`src/rtl/ysyx_24080006_pkg.sv`:
```
// Shared types for the AXI arbiter: FSM states, master indices, request-vector layout.
// Build option YSYX_24080006_ARB_RR_EN (see ysyx_24080006_arb_pick) selects round-robin reads.
package ysyx_24080006_pkg;

    localparam int AXI_ADDR_W = 32;
    localparam int AXI_DATA_W = 32;
    localparam int AXI_ID_W   = 4;
    localparam int AXI_STRB_W = AXI_DATA_W / 8;

    typedef enum logic [1:0] {
        IDLE  = 2'd0,
        R_IFU = 2'd1,
        R_LSU = 2'd2,
        W_LSU = 2'd3
    } arb_state_e;

    typedef enum logic {
        MST_IFU = 1'b0,
        MST_LSU = 1'b1
    } arb_mst_e;

    localparam int REQ_IFU_R = 0;
    localparam int REQ_LSU_R = 1;
    localparam int REQ_LSU_W = 2;
    localparam int REQ_N     = 3;

    // Maps a one-hot grant to the forwarding state; no grant stays in IDLE.
    function automatic arb_state_e gnt_to_state(input logic [REQ_N-1:0] gnt);
        arb_state_e st;
        st = IDLE;
        if (gnt[REQ_LSU_W])      st = W_LSU;
        else if (gnt[REQ_LSU_R]) st = R_LSU;
        else if (gnt[REQ_IFU_R]) st = R_IFU;
        return st;
    endfunction

endpackage

```
`src/rtl/ysyx_24080006_axi.sv`:
```
// AXI4 bundle shared by IFU, LSU and the downstream crossbar port.
// master modport drives requests; slave modport drives responses.
interface ysyx_24080006_axi;
    import ysyx_24080006_pkg::*;

    logic                  arvalid;
    logic                  arready;
    logic [AXI_ADDR_W-1:0] araddr;
    logic [AXI_ID_W-1:0]   arid;
    logic [7:0]            arlen;
    logic [2:0]            arsize;
    logic [1:0]            arburst;

    logic                  rvalid;
    logic                  rready;
    logic [AXI_DATA_W-1:0] rdata;
    logic [1:0]            rresp;
    logic                  rlast;
    logic [AXI_ID_W-1:0]   rid;

    logic                  awvalid;
    logic                  awready;
    logic [AXI_ADDR_W-1:0] awaddr;
    logic [AXI_ID_W-1:0]   awid;
    logic [7:0]            awlen;
    logic [2:0]            awsize;
    logic [1:0]            awburst;

    logic                  wvalid;
    logic                  wready;
    logic [AXI_DATA_W-1:0] wdata;
    logic [AXI_STRB_W-1:0] wstrb;
    logic                  wlast;

    logic                  bvalid;
    logic                  bready;
    logic [1:0]            bresp;
    logic [AXI_ID_W-1:0]   bid;

    modport master (
        output arvalid, araddr, arid, arlen, arsize, arburst,
        input  arready,
        input  rvalid, rdata, rresp, rlast, rid,
        output rready,
        output awvalid, awaddr, awid, awlen, awsize, awburst,
        input  awready,
        output wvalid, wdata, wstrb, wlast,
        input  wready,
        input  bvalid, bresp, bid,
        output bready
    );

    modport slave (
        input  arvalid, araddr, arid, arlen, arsize, arburst,
        output arready,
        output rvalid, rdata, rresp, rlast, rid,
        input  rready,
        input  awvalid, awaddr, awid, awlen, awsize, awburst,
        output awready,
        input  wvalid, wdata, wstrb, wlast,
        output wready,
        output bvalid, bresp, bid,
        input  bready
    );

endinterface

```
`src/rtl/ysyx_24080006_arb_pick.sv`:
```
// Combinational grant selection. With YSYX_24080006_ARB_RR_EN defined, contending reads
// alternate via last_grant; otherwise fixed priority lsu_w > lsu_r > ifu_r.
module ysyx_24080006_arb_pick
    import ysyx_24080006_pkg::*;
(
    input  logic [REQ_N-1:0] req,
    input  arb_mst_e         last_grant,
    output logic [REQ_N-1:0] gnt
);

    always_comb begin
        gnt = '0;
        if (req[REQ_LSU_W]) begin
            gnt[REQ_LSU_W] = 1'b1;
        end
`ifdef YSYX_24080006_ARB_RR_EN
        else if (req[REQ_LSU_R] && req[REQ_IFU_R]) begin
            if (last_grant == MST_LSU) gnt[REQ_IFU_R] = 1'b1;
            else                       gnt[REQ_LSU_R] = 1'b1;
        end
`endif
        else if (req[REQ_LSU_R]) begin
            gnt[REQ_LSU_R] = 1'b1;
        end
        else if (req[REQ_IFU_R]) begin
            gnt[REQ_IFU_R] = 1'b1;
        end
    end

`ifndef YSYX_24080006_ARB_RR_EN
    logic unused_last_grant;
    assign unused_last_grant = last_grant;
`endif

endmodule

```
`src/rtl/ysyx_24080006_axi_arbiter.sv`:
```
// Two-master AXI arbiter (IFU read-only, LSU read/write) onto one downstream port.
// Build option YSYX_24080006_ARB_RR_EN enables round-robin read arbitration.
module ysyx_24080006_axi_arbiter
    import ysyx_24080006_pkg::*;
(
    input  logic             clock,
    input  logic             reset,
    ysyx_24080006_axi.slave  axi_ifu,
    ysyx_24080006_axi.slave  axi_lsu,
    ysyx_24080006_axi.master axi_out
);

    arb_state_e       state_q;
    arb_state_e       state_d;
    logic [REQ_N-1:0] req;
    logic [REQ_N-1:0] gnt;
    arb_mst_e         last_grant;
    logic             rd_done;
    logic             wr_done;

    // Requests are only acted on in IDLE; IFU write channels are never looked at.
    assign req = {axi_lsu.awvalid, axi_lsu.arvalid, axi_ifu.arvalid};

`ifdef YSYX_24080006_ARB_RR_EN
    arb_mst_e last_q;

    always_ff @(posedge clock) begin
        if (reset) begin
            last_q <= MST_LSU;
        end else if (state_q == IDLE && (gnt[REQ_IFU_R] || gnt[REQ_LSU_R])) begin
            last_q <= gnt[REQ_LSU_R] ? MST_LSU : MST_IFU;
        end
    end

    assign last_grant = last_q;
`else
    assign last_grant = MST_LSU;
`endif

    ysyx_24080006_arb_pick u_pick (
        .req        (req),
        .last_grant (last_grant),
        .gnt        (gnt)
    );

    assign rd_done = axi_out.rvalid && axi_out.rready && axi_out.rlast;
    assign wr_done = axi_out.bvalid && axi_out.bready;

    always_comb begin
        state_d = state_q;
        case (state_q)
            IDLE:         state_d = gnt_to_state(gnt);
            R_IFU, R_LSU: if (rd_done) state_d = IDLE;
            W_LSU:        if (wr_done) state_d = IDLE;
            default:      state_d = IDLE;
        endcase
    end

    always_ff @(posedge clock) begin
        if (reset) state_q <= IDLE;
        else       state_q <= state_d;
    end

    // Forwarding is purely combinational; reset also masks it so nothing leaks mid-reset.
    always_comb begin
        axi_ifu.arready = 1'b0;
        axi_ifu.rvalid  = 1'b0;
        axi_ifu.rdata   = '0;
        axi_ifu.rresp   = '0;
        axi_ifu.rlast   = 1'b0;
        axi_ifu.rid     = '0;
        axi_ifu.awready = 1'b0;
        axi_ifu.wready  = 1'b0;
        axi_ifu.bvalid  = 1'b0;
        axi_ifu.bresp   = '0;
        axi_ifu.bid     = '0;

        axi_lsu.arready = 1'b0;
        axi_lsu.rvalid  = 1'b0;
        axi_lsu.rdata   = '0;
        axi_lsu.rresp   = '0;
        axi_lsu.rlast   = 1'b0;
        axi_lsu.rid     = '0;
        axi_lsu.awready = 1'b0;
        axi_lsu.wready  = 1'b0;
        axi_lsu.bvalid  = 1'b0;
        axi_lsu.bresp   = '0;
        axi_lsu.bid     = '0;

        axi_out.arvalid = 1'b0;
        axi_out.araddr  = '0;
        axi_out.arid    = '0;
        axi_out.arlen   = '0;
        axi_out.arsize  = '0;
        axi_out.arburst = '0;
        axi_out.rready  = 1'b0;
        axi_out.awvalid = 1'b0;
        axi_out.awaddr  = '0;
        axi_out.awid    = '0;
        axi_out.awlen   = '0;
        axi_out.awsize  = '0;
        axi_out.awburst = '0;
        axi_out.wvalid  = 1'b0;
        axi_out.wdata   = '0;
        axi_out.wstrb   = '0;
        axi_out.wlast   = 1'b0;
        axi_out.bready  = 1'b0;

        if (!reset) begin
            case (state_q)
                R_IFU: begin
                    axi_out.arvalid = axi_ifu.arvalid;
                    axi_out.araddr  = axi_ifu.araddr;
                    axi_out.arid    = axi_ifu.arid;
                    axi_out.arlen   = axi_ifu.arlen;
                    axi_out.arsize  = axi_ifu.arsize;
                    axi_out.arburst = axi_ifu.arburst;
                    axi_ifu.arready = axi_out.arready;
                    axi_ifu.rvalid  = axi_out.rvalid;
                    axi_ifu.rdata   = axi_out.rdata;
                    axi_ifu.rresp   = axi_out.rresp;
                    axi_ifu.rlast   = axi_out.rlast;
                    axi_ifu.rid     = axi_out.rid;
                    axi_out.rready  = axi_ifu.rready;
                end
                R_LSU: begin
                    axi_out.arvalid = axi_lsu.arvalid;
                    axi_out.araddr  = axi_lsu.araddr;
                    axi_out.arid    = axi_lsu.arid;
                    axi_out.arlen   = axi_lsu.arlen;
                    axi_out.arsize  = axi_lsu.arsize;
                    axi_out.arburst = axi_lsu.arburst;
                    axi_lsu.arready = axi_out.arready;
                    axi_lsu.rvalid  = axi_out.rvalid;
                    axi_lsu.rdata   = axi_out.rdata;
                    axi_lsu.rresp   = axi_out.rresp;
                    axi_lsu.rlast   = axi_out.rlast;
                    axi_lsu.rid     = axi_out.rid;
                    axi_out.rready  = axi_lsu.rready;
                end
                W_LSU: begin
                    axi_out.awvalid = axi_lsu.awvalid;
                    axi_out.awaddr  = axi_lsu.awaddr;
                    axi_out.awid    = axi_lsu.awid;
                    axi_out.awlen   = axi_lsu.awlen;
                    axi_out.awsize  = axi_lsu.awsize;
                    axi_out.awburst = axi_lsu.awburst;
                    axi_lsu.awready = axi_out.awready;
                    axi_out.wvalid  = axi_lsu.wvalid;
                    axi_out.wdata   = axi_lsu.wdata;
                    axi_out.wstrb   = axi_lsu.wstrb;
                    axi_out.wlast   = axi_lsu.wlast;
                    axi_lsu.wready  = axi_out.wready;
                    axi_lsu.bvalid  = axi_out.bvalid;
                    axi_lsu.bresp   = axi_out.bresp;
                    axi_lsu.bid     = axi_out.bid;
                    axi_out.bready  = axi_lsu.bready;
                end
                default: ;
            endcase
        end
    end

endmodule

```
`src/flat_wrapper.sv`:
```
// flat-port wrapper written by rule: the top's interface ports become plain ports
module ysyx_24080006_axi_arbiter_flat import ysyx_24080006_pkg::*;
  (clock, reset, axi_ifu_arvalid, axi_ifu_araddr, axi_ifu_arid, axi_ifu_arlen, axi_ifu_arsize, axi_ifu_arburst, axi_ifu_arready, axi_ifu_rvalid, axi_ifu_rdata, axi_ifu_rresp, axi_ifu_rlast, axi_ifu_rid, axi_ifu_rready, axi_ifu_awvalid, axi_ifu_awaddr, axi_ifu_awid, axi_ifu_awlen, axi_ifu_awsize, axi_ifu_awburst, axi_ifu_awready, axi_ifu_wvalid, axi_ifu_wdata, axi_ifu_wstrb, axi_ifu_wlast, axi_ifu_wready, axi_ifu_bvalid, axi_ifu_bresp, axi_ifu_bid, axi_ifu_bready, axi_lsu_arvalid, axi_lsu_araddr, axi_lsu_arid, axi_lsu_arlen, axi_lsu_arsize, axi_lsu_arburst, axi_lsu_arready, axi_lsu_rvalid, axi_lsu_rdata, axi_lsu_rresp, axi_lsu_rlast, axi_lsu_rid, axi_lsu_rready, axi_lsu_awvalid, axi_lsu_awaddr, axi_lsu_awid, axi_lsu_awlen, axi_lsu_awsize, axi_lsu_awburst, axi_lsu_awready, axi_lsu_wvalid, axi_lsu_wdata, axi_lsu_wstrb, axi_lsu_wlast, axi_lsu_wready, axi_lsu_bvalid, axi_lsu_bresp, axi_lsu_bid, axi_lsu_bready, axi_out_arvalid, axi_out_araddr, axi_out_arid, axi_out_arlen, axi_out_arsize, axi_out_arburst, axi_out_arready, axi_out_rvalid, axi_out_rdata, axi_out_rresp, axi_out_rlast, axi_out_rid, axi_out_rready, axi_out_awvalid, axi_out_awaddr, axi_out_awid, axi_out_awlen, axi_out_awsize, axi_out_awburst, axi_out_awready, axi_out_wvalid, axi_out_wdata, axi_out_wstrb, axi_out_wlast, axi_out_wready, axi_out_bvalid, axi_out_bresp, axi_out_bid, axi_out_bready);
  ysyx_24080006_axi axi_ifu_i ();
  ysyx_24080006_axi axi_lsu_i ();
  ysyx_24080006_axi axi_out_i ();
  input  logic clock;
  input  logic reset;
  input wire logic [$bits(axi_ifu_i.arvalid)-1:0] axi_ifu_arvalid;
  input wire logic [$bits(axi_ifu_i.araddr)-1:0] axi_ifu_araddr;
  input wire logic [$bits(axi_ifu_i.arid)-1:0] axi_ifu_arid;
  input wire logic [$bits(axi_ifu_i.arlen)-1:0] axi_ifu_arlen;
  input wire logic [$bits(axi_ifu_i.arsize)-1:0] axi_ifu_arsize;
  input wire logic [$bits(axi_ifu_i.arburst)-1:0] axi_ifu_arburst;
  output wire logic [$bits(axi_ifu_i.arready)-1:0] axi_ifu_arready;
  output wire logic [$bits(axi_ifu_i.rvalid)-1:0] axi_ifu_rvalid;
  output wire logic [$bits(axi_ifu_i.rdata)-1:0] axi_ifu_rdata;
  output wire logic [$bits(axi_ifu_i.rresp)-1:0] axi_ifu_rresp;
  output wire logic [$bits(axi_ifu_i.rlast)-1:0] axi_ifu_rlast;
  output wire logic [$bits(axi_ifu_i.rid)-1:0] axi_ifu_rid;
  input wire logic [$bits(axi_ifu_i.rready)-1:0] axi_ifu_rready;
  input wire logic [$bits(axi_ifu_i.awvalid)-1:0] axi_ifu_awvalid;
  input wire logic [$bits(axi_ifu_i.awaddr)-1:0] axi_ifu_awaddr;
  input wire logic [$bits(axi_ifu_i.awid)-1:0] axi_ifu_awid;
  input wire logic [$bits(axi_ifu_i.awlen)-1:0] axi_ifu_awlen;
  input wire logic [$bits(axi_ifu_i.awsize)-1:0] axi_ifu_awsize;
  input wire logic [$bits(axi_ifu_i.awburst)-1:0] axi_ifu_awburst;
  output wire logic [$bits(axi_ifu_i.awready)-1:0] axi_ifu_awready;
  input wire logic [$bits(axi_ifu_i.wvalid)-1:0] axi_ifu_wvalid;
  input wire logic [$bits(axi_ifu_i.wdata)-1:0] axi_ifu_wdata;
  input wire logic [$bits(axi_ifu_i.wstrb)-1:0] axi_ifu_wstrb;
  input wire logic [$bits(axi_ifu_i.wlast)-1:0] axi_ifu_wlast;
  output wire logic [$bits(axi_ifu_i.wready)-1:0] axi_ifu_wready;
  output wire logic [$bits(axi_ifu_i.bvalid)-1:0] axi_ifu_bvalid;
  output wire logic [$bits(axi_ifu_i.bresp)-1:0] axi_ifu_bresp;
  output wire logic [$bits(axi_ifu_i.bid)-1:0] axi_ifu_bid;
  input wire logic [$bits(axi_ifu_i.bready)-1:0] axi_ifu_bready;
  input wire logic [$bits(axi_lsu_i.arvalid)-1:0] axi_lsu_arvalid;
  input wire logic [$bits(axi_lsu_i.araddr)-1:0] axi_lsu_araddr;
  input wire logic [$bits(axi_lsu_i.arid)-1:0] axi_lsu_arid;
  input wire logic [$bits(axi_lsu_i.arlen)-1:0] axi_lsu_arlen;
  input wire logic [$bits(axi_lsu_i.arsize)-1:0] axi_lsu_arsize;
  input wire logic [$bits(axi_lsu_i.arburst)-1:0] axi_lsu_arburst;
  output wire logic [$bits(axi_lsu_i.arready)-1:0] axi_lsu_arready;
  output wire logic [$bits(axi_lsu_i.rvalid)-1:0] axi_lsu_rvalid;
  output wire logic [$bits(axi_lsu_i.rdata)-1:0] axi_lsu_rdata;
  output wire logic [$bits(axi_lsu_i.rresp)-1:0] axi_lsu_rresp;
  output wire logic [$bits(axi_lsu_i.rlast)-1:0] axi_lsu_rlast;
  output wire logic [$bits(axi_lsu_i.rid)-1:0] axi_lsu_rid;
  input wire logic [$bits(axi_lsu_i.rready)-1:0] axi_lsu_rready;
  input wire logic [$bits(axi_lsu_i.awvalid)-1:0] axi_lsu_awvalid;
  input wire logic [$bits(axi_lsu_i.awaddr)-1:0] axi_lsu_awaddr;
  input wire logic [$bits(axi_lsu_i.awid)-1:0] axi_lsu_awid;
  input wire logic [$bits(axi_lsu_i.awlen)-1:0] axi_lsu_awlen;
  input wire logic [$bits(axi_lsu_i.awsize)-1:0] axi_lsu_awsize;
  input wire logic [$bits(axi_lsu_i.awburst)-1:0] axi_lsu_awburst;
  output wire logic [$bits(axi_lsu_i.awready)-1:0] axi_lsu_awready;
  input wire logic [$bits(axi_lsu_i.wvalid)-1:0] axi_lsu_wvalid;
  input wire logic [$bits(axi_lsu_i.wdata)-1:0] axi_lsu_wdata;
  input wire logic [$bits(axi_lsu_i.wstrb)-1:0] axi_lsu_wstrb;
  input wire logic [$bits(axi_lsu_i.wlast)-1:0] axi_lsu_wlast;
  output wire logic [$bits(axi_lsu_i.wready)-1:0] axi_lsu_wready;
  output wire logic [$bits(axi_lsu_i.bvalid)-1:0] axi_lsu_bvalid;
  output wire logic [$bits(axi_lsu_i.bresp)-1:0] axi_lsu_bresp;
  output wire logic [$bits(axi_lsu_i.bid)-1:0] axi_lsu_bid;
  input wire logic [$bits(axi_lsu_i.bready)-1:0] axi_lsu_bready;
  output wire logic [$bits(axi_out_i.arvalid)-1:0] axi_out_arvalid;
  output wire logic [$bits(axi_out_i.araddr)-1:0] axi_out_araddr;
  output wire logic [$bits(axi_out_i.arid)-1:0] axi_out_arid;
  output wire logic [$bits(axi_out_i.arlen)-1:0] axi_out_arlen;
  output wire logic [$bits(axi_out_i.arsize)-1:0] axi_out_arsize;
  output wire logic [$bits(axi_out_i.arburst)-1:0] axi_out_arburst;
  input wire logic [$bits(axi_out_i.arready)-1:0] axi_out_arready;
  input wire logic [$bits(axi_out_i.rvalid)-1:0] axi_out_rvalid;
  input wire logic [$bits(axi_out_i.rdata)-1:0] axi_out_rdata;
  input wire logic [$bits(axi_out_i.rresp)-1:0] axi_out_rresp;
  input wire logic [$bits(axi_out_i.rlast)-1:0] axi_out_rlast;
  input wire logic [$bits(axi_out_i.rid)-1:0] axi_out_rid;
  output wire logic [$bits(axi_out_i.rready)-1:0] axi_out_rready;
  output wire logic [$bits(axi_out_i.awvalid)-1:0] axi_out_awvalid;
  output wire logic [$bits(axi_out_i.awaddr)-1:0] axi_out_awaddr;
  output wire logic [$bits(axi_out_i.awid)-1:0] axi_out_awid;
  output wire logic [$bits(axi_out_i.awlen)-1:0] axi_out_awlen;
  output wire logic [$bits(axi_out_i.awsize)-1:0] axi_out_awsize;
  output wire logic [$bits(axi_out_i.awburst)-1:0] axi_out_awburst;
  input wire logic [$bits(axi_out_i.awready)-1:0] axi_out_awready;
  output wire logic [$bits(axi_out_i.wvalid)-1:0] axi_out_wvalid;
  output wire logic [$bits(axi_out_i.wdata)-1:0] axi_out_wdata;
  output wire logic [$bits(axi_out_i.wstrb)-1:0] axi_out_wstrb;
  output wire logic [$bits(axi_out_i.wlast)-1:0] axi_out_wlast;
  input wire logic [$bits(axi_out_i.wready)-1:0] axi_out_wready;
  input wire logic [$bits(axi_out_i.bvalid)-1:0] axi_out_bvalid;
  input wire logic [$bits(axi_out_i.bresp)-1:0] axi_out_bresp;
  input wire logic [$bits(axi_out_i.bid)-1:0] axi_out_bid;
  output wire logic [$bits(axi_out_i.bready)-1:0] axi_out_bready;
  assign axi_ifu_i.arvalid = axi_ifu_arvalid;
  assign axi_ifu_i.araddr = axi_ifu_araddr;
  assign axi_ifu_i.arid = axi_ifu_arid;
  assign axi_ifu_i.arlen = axi_ifu_arlen;
  assign axi_ifu_i.arsize = axi_ifu_arsize;
  assign axi_ifu_i.arburst = axi_ifu_arburst;
  assign axi_ifu_arready = axi_ifu_i.arready;
  assign axi_ifu_rvalid = axi_ifu_i.rvalid;
  assign axi_ifu_rdata = axi_ifu_i.rdata;
  assign axi_ifu_rresp = axi_ifu_i.rresp;
  assign axi_ifu_rlast = axi_ifu_i.rlast;
  assign axi_ifu_rid = axi_ifu_i.rid;
  assign axi_ifu_i.rready = axi_ifu_rready;
  assign axi_ifu_i.awvalid = axi_ifu_awvalid;
  assign axi_ifu_i.awaddr = axi_ifu_awaddr;
  assign axi_ifu_i.awid = axi_ifu_awid;
  assign axi_ifu_i.awlen = axi_ifu_awlen;
  assign axi_ifu_i.awsize = axi_ifu_awsize;
  assign axi_ifu_i.awburst = axi_ifu_awburst;
  assign axi_ifu_awready = axi_ifu_i.awready;
  assign axi_ifu_i.wvalid = axi_ifu_wvalid;
  assign axi_ifu_i.wdata = axi_ifu_wdata;
  assign axi_ifu_i.wstrb = axi_ifu_wstrb;
  assign axi_ifu_i.wlast = axi_ifu_wlast;
  assign axi_ifu_wready = axi_ifu_i.wready;
  assign axi_ifu_bvalid = axi_ifu_i.bvalid;
  assign axi_ifu_bresp = axi_ifu_i.bresp;
  assign axi_ifu_bid = axi_ifu_i.bid;
  assign axi_ifu_i.bready = axi_ifu_bready;
  assign axi_lsu_i.arvalid = axi_lsu_arvalid;
  assign axi_lsu_i.araddr = axi_lsu_araddr;
  assign axi_lsu_i.arid = axi_lsu_arid;
  assign axi_lsu_i.arlen = axi_lsu_arlen;
  assign axi_lsu_i.arsize = axi_lsu_arsize;
  assign axi_lsu_i.arburst = axi_lsu_arburst;
  assign axi_lsu_arready = axi_lsu_i.arready;
  assign axi_lsu_rvalid = axi_lsu_i.rvalid;
  assign axi_lsu_rdata = axi_lsu_i.rdata;
  assign axi_lsu_rresp = axi_lsu_i.rresp;
  assign axi_lsu_rlast = axi_lsu_i.rlast;
  assign axi_lsu_rid = axi_lsu_i.rid;
  assign axi_lsu_i.rready = axi_lsu_rready;
  assign axi_lsu_i.awvalid = axi_lsu_awvalid;
  assign axi_lsu_i.awaddr = axi_lsu_awaddr;
  assign axi_lsu_i.awid = axi_lsu_awid;
  assign axi_lsu_i.awlen = axi_lsu_awlen;
  assign axi_lsu_i.awsize = axi_lsu_awsize;
  assign axi_lsu_i.awburst = axi_lsu_awburst;
  assign axi_lsu_awready = axi_lsu_i.awready;
  assign axi_lsu_i.wvalid = axi_lsu_wvalid;
  assign axi_lsu_i.wdata = axi_lsu_wdata;
  assign axi_lsu_i.wstrb = axi_lsu_wstrb;
  assign axi_lsu_i.wlast = axi_lsu_wlast;
  assign axi_lsu_wready = axi_lsu_i.wready;
  assign axi_lsu_bvalid = axi_lsu_i.bvalid;
  assign axi_lsu_bresp = axi_lsu_i.bresp;
  assign axi_lsu_bid = axi_lsu_i.bid;
  assign axi_lsu_i.bready = axi_lsu_bready;
  assign axi_out_arvalid = axi_out_i.arvalid;
  assign axi_out_araddr = axi_out_i.araddr;
  assign axi_out_arid = axi_out_i.arid;
  assign axi_out_arlen = axi_out_i.arlen;
  assign axi_out_arsize = axi_out_i.arsize;
  assign axi_out_arburst = axi_out_i.arburst;
  assign axi_out_i.arready = axi_out_arready;
  assign axi_out_i.rvalid = axi_out_rvalid;
  assign axi_out_i.rdata = axi_out_rdata;
  assign axi_out_i.rresp = axi_out_rresp;
  assign axi_out_i.rlast = axi_out_rlast;
  assign axi_out_i.rid = axi_out_rid;
  assign axi_out_rready = axi_out_i.rready;
  assign axi_out_awvalid = axi_out_i.awvalid;
  assign axi_out_awaddr = axi_out_i.awaddr;
  assign axi_out_awid = axi_out_i.awid;
  assign axi_out_awlen = axi_out_i.awlen;
  assign axi_out_awsize = axi_out_i.awsize;
  assign axi_out_awburst = axi_out_i.awburst;
  assign axi_out_i.awready = axi_out_awready;
  assign axi_out_wvalid = axi_out_i.wvalid;
  assign axi_out_wdata = axi_out_i.wdata;
  assign axi_out_wstrb = axi_out_i.wstrb;
  assign axi_out_wlast = axi_out_i.wlast;
  assign axi_out_i.wready = axi_out_wready;
  assign axi_out_i.bvalid = axi_out_bvalid;
  assign axi_out_i.bresp = axi_out_bresp;
  assign axi_out_i.bid = axi_out_bid;
  assign axi_out_bready = axi_out_i.bready;
  ysyx_24080006_axi_arbiter u_core (.clock(clock), .reset(reset), .axi_ifu(axi_ifu_i), .axi_lsu(axi_lsu_i), .axi_out(axi_out_i));
endmodule
```
`config.mk`:
```
export PLATFORM = sky130hd
export DESIGN_NAME = ysyx_24080006_axi_arbiter_flat
export DESIGN_NICKNAME = d
export VERILOG_FILES = /design/src/rtl/ysyx_24080006_pkg.sv /design/src/rtl/ysyx_24080006_axi.sv /design/src/rtl/ysyx_24080006_arb_pick.sv /design/src/rtl/ysyx_24080006_axi_arbiter.sv /design/src/flat_wrapper.sv
export SDC_FILE = /design/constraint.sdc
export NUM_CORES = 1
export LEC_CHECK = 0
export ABC_AREA = 1
export BUFFER_PORTS_ARGS = -buffer_cell sky130_fd_sc_hd__clkbuf_2
export CORE_AREA = 2 2 222 224
export DETAILED_ROUTE_END_ITERATION = 6
export DIE_AREA = 0 0 224 226
export PLACE_DENSITY = 0.3
export SLEW_MARGIN = 20
export SYNTH_ARGS = -nofsm -noshare
export SYNTH_HDL_FRONTEND = slang
export SYNTH_SLANG_ARGS = --single-unit
```
`constraint.sdc`:
```
create_clock -name clock -period 4 [get_ports clock]
set_input_delay 0.4 -clock clock [delete_from_list [all_inputs] [get_ports clock]]
set_output_delay 0.4 -clock clock [all_outputs]
set_load 0.005 [all_outputs]
```
==> metrics <==
post-synthesis average cell area 4.30 um^2; first-pass GRT wire length 23600 um; die area 0.0506 mm^2; kind of end point of the critical path output port; total core area 0.0483 mm^2; highest clock rate 0.388 GHz; DR vias 4816; count of unresolved DRC violations after routing 0; number of stages on the worst hold path 2; cell seen most often among critical-path stages sky130_fd_sc_hd__inv_1; depth of the worst register-to-register path 8; # IOs 572; data arrival time of the critical path 2.18 ns; leftover overflow at the end of global routing 0; total clock buffers created by CTS 3; routed wire length 17700 um; Routed Antenna Nets 0; number of antenna violations at the first check in global routing 0; total number of placement rows 81; # Post-CTS Setup Buffers 0; Antenna Diode Count 0; number of search-and-repair iterations in the first detailed-routing pass 4; classification of the worst-slack hold path flip-flop to flip-flop; worst skew pair latency 0.22 ns; 1st-iter DRT viols 141; Setup CP Type flip-flop to output port; relative contribution of combinational cells to total power 85.8%; largest registers u_core.state_q x2; Net Sw Power 0.000776 W; synthesis-stage register bit count 2; highest-delay cell along the critical path sky130_fd_sc_hd__inv_2; kind of launch point of the worst setup path flip-flop; max-cap violation count 0; Sum Neg Setup Slack 0 ns; number of unique standard cell types used by synthesis 15; pin count of the biggest net entering global routing 75; total number of clock tree sinks 2; Tmin final 2.58 ns; total count of hold-check failures in the final report 0; Pwr per Cell Area 251 mW/mm^2; Slew Viols, Final 0; leakage component of the power 3.08 nW; count of input and output buffers 473; cell area after technology mapping 0.00241 mm^2; max reg flops 2; via count of the first global-routing pass 4253; share of post-route cells with drive strength above 1 49.4%; Final Setup Violations 0; starting density of the core 5.00%; relative contribution of the clock network to total power 11.0%; layout filler cell count 5769; hold buffer count at cts 0; Cell Int Power 0.000579 W; Max rail drop VDD 0.130 mV; maximum single-stage delay on the critical path 0.46 ns; clock-pin slew of the registers on the worst-case setup and hold paths 0.03 ns; number of standard cells after synthesis 562; Slew Limit Headroom 48.9%; sequential fraction of the synthesis area 1.66%; sequential share of power 3.3%; routability-driven placement congestion ratio 0.704; worst path required time 3.60 ns; total number of yosys warnings 0; Top reg by flops u_core.state_q; worst hold slack 0.575 ns; overall die height 226 um; Storage cell area 40.0 um^2; Tightest Pin Transition 0.767 ns; worst clock skew 0.000962 ns; net switching fraction of the power 57.2%; post-detailed-route via-to-cell ratio 2.97; final worst path period share 64.4%; net count of the finished layout 1336; # H-tree levels 1; per-cell routed wire length 10.9 um; cell-by-cell listing of the critical path inv_1, ha_1, inv_1, nor2_4, inv_2, buf_4, a21oi_1, clkbuf_2; outcome finished, final reports clean; number of instances resized during post-cts repair 0; maximum clock path buffer count 2; largest driver fanout on the critical path 36; TritonCTS clock tree done; setup repair after global routing missed its margin false; post-detailed-placement half-perimeter wirelength 15200 um; Tot GR Track Use 6.08%; Die W 224 um; buffer type at the clock tree root sky130_fd_sc_hd__clkbuf_16; layout overhead on the synthesized area 123%; footprint of the multi-input gates 0.00189 mm^2
[power groups by stage]
stage / Sequential (W) / Clock (W) / Combinational (W)
2_1_floorplan: 0.0000378 / 0 / 0.000721
3_3_place_gp: 0.0000454 / 0 / 0.00122
3_5_place_dp: 0.0000449 / 0 / 0.00119
4_1_cts: 0.0000445 / 0.000152 / 0.00120
5_1_grt: 0.0000454 / 0.000153 / 0.00132
6_report: 0.0000444 / 0.000149 / 0.00116
[path summary, 6_finish.rpt]
path	startpoint	endpoint	slack, ns
setup / recovery	u_core.state_q[0]	axi_out_arsize[2]	1.42
hold reg to reg	u_core.state_q[1]	u_core.state_q[1]	0.58
hold / removal	u_core.state_q[1]	u_core.state_q[1]	0.58
setup reg to reg	u_core.state_q[0]	u_core.state_q[1]	2.16
[placed cells by master, fill, tap and decap left out]
cell type                   count
sky130_fd_sc_hd__inv_1         46
sky130_fd_sc_hd__ha_1           1
sky130_fd_sc_hd__ha_2           2
sky130_fd_sc_hd__inv_2          2
sky130_fd_sc_hd__clkbuf_16      3
sky130_fd_sc_hd__dfxtp_1        2
sky130_fd_sc_hd__conb_1         9
sky130_fd_sc_hd__nand2_1      207
sky130_fd_sc_hd__nand2_2        2
sky130_fd_sc_hd__ha_4           1
sky130_fd_sc_hd__nor2_4         2
sky130_fd_sc_hd__o21ai_0        2
sky130_fd_sc_hd__clkbuf_2     472
sky130_fd_sc_hd__nor2_1       182
sky130_fd_sc_hd__buf_4          9
sky130_fd_sc_hd__a21oi_1       53
sky130_fd_sc_hd__nand3_1        3
[worst max-delay path, delay by kind of cell (launching register included)]
kind,cells,cell delay (ns)
buffers and inverters,5,1.11
DFF,1,0.41
adders and majority gates,1,0.31
AOI/OAI and AO/OA,1,0.08
and+or+nand+nor,1,0.04
[final cells by class]
| class | instances | area share [%] |
|---|---|---|
| Inverter | 48 | 3.34 |
| Tap cell | 622 | 14.4 |
| Sequential cell | 2 | 0.743 |
| Multi-Input combinational cell | 464 | 35.0 |
| Clock buffer | 3 | 1.39 |
| Timing Repair Buffer | 481 | 45.1 |
[through the flow]
stage                     cells  util, %  instance area (um^2)  setup slack [ns]  power [W]
after global placement     1617     11.0                  5320              1.53    0.00127
final                      1620     11.1                  5390              1.42    0.00136
after floorplan             570        -                  2440              2.42   0.000759
after global routing       1620     11.1                  5390              1.23    0.00152
after CTS                  1620     11.1                  5390              1.36    0.00139
after detailed placement   1617     11.0                  5320              1.59    0.00124
[routing by layer]
layer | global-route usage [%] | wire (um) | up-vias
met5 | 0 | 0 | -
met4 | 0.323 | 14 | 0
met3 | 1.73 | 1600 | 2
met2 | 12.3 | 9510 | 257
met1 | 6.46 | 6590 | 2049
li1 | - | - | 2508
[cell families (layout without fill, tap and decap cells)]
group | Yosys count | count (layout) | synth area share (%)
other | 1 | 9 | 0.155
adder cells (fa/ha/maj) | 4 | 4 | 2.07
AND/OR/NAND/NOR | 396 | 396 | 62.5
AO/OA/AOI/OAI | 55 | 55 | 11.4
flip-flops | 2 | 2 | 1.66
buffers and inverters | 104 | 532 | 22.2
[cells in the mapped netlist (all sizes together)]
library cell,n,area [um^2]
nand2,209,790
nor2,184,706
buf,56,355
a21oi,53,265
inv,48,180
ha,4,50.1
nand3,3,15.0
dfxtp,2,40.0
o21ai,2,10.0
conb,1,3.75
No activity file was read; power rests on OpenSTA's default activity.
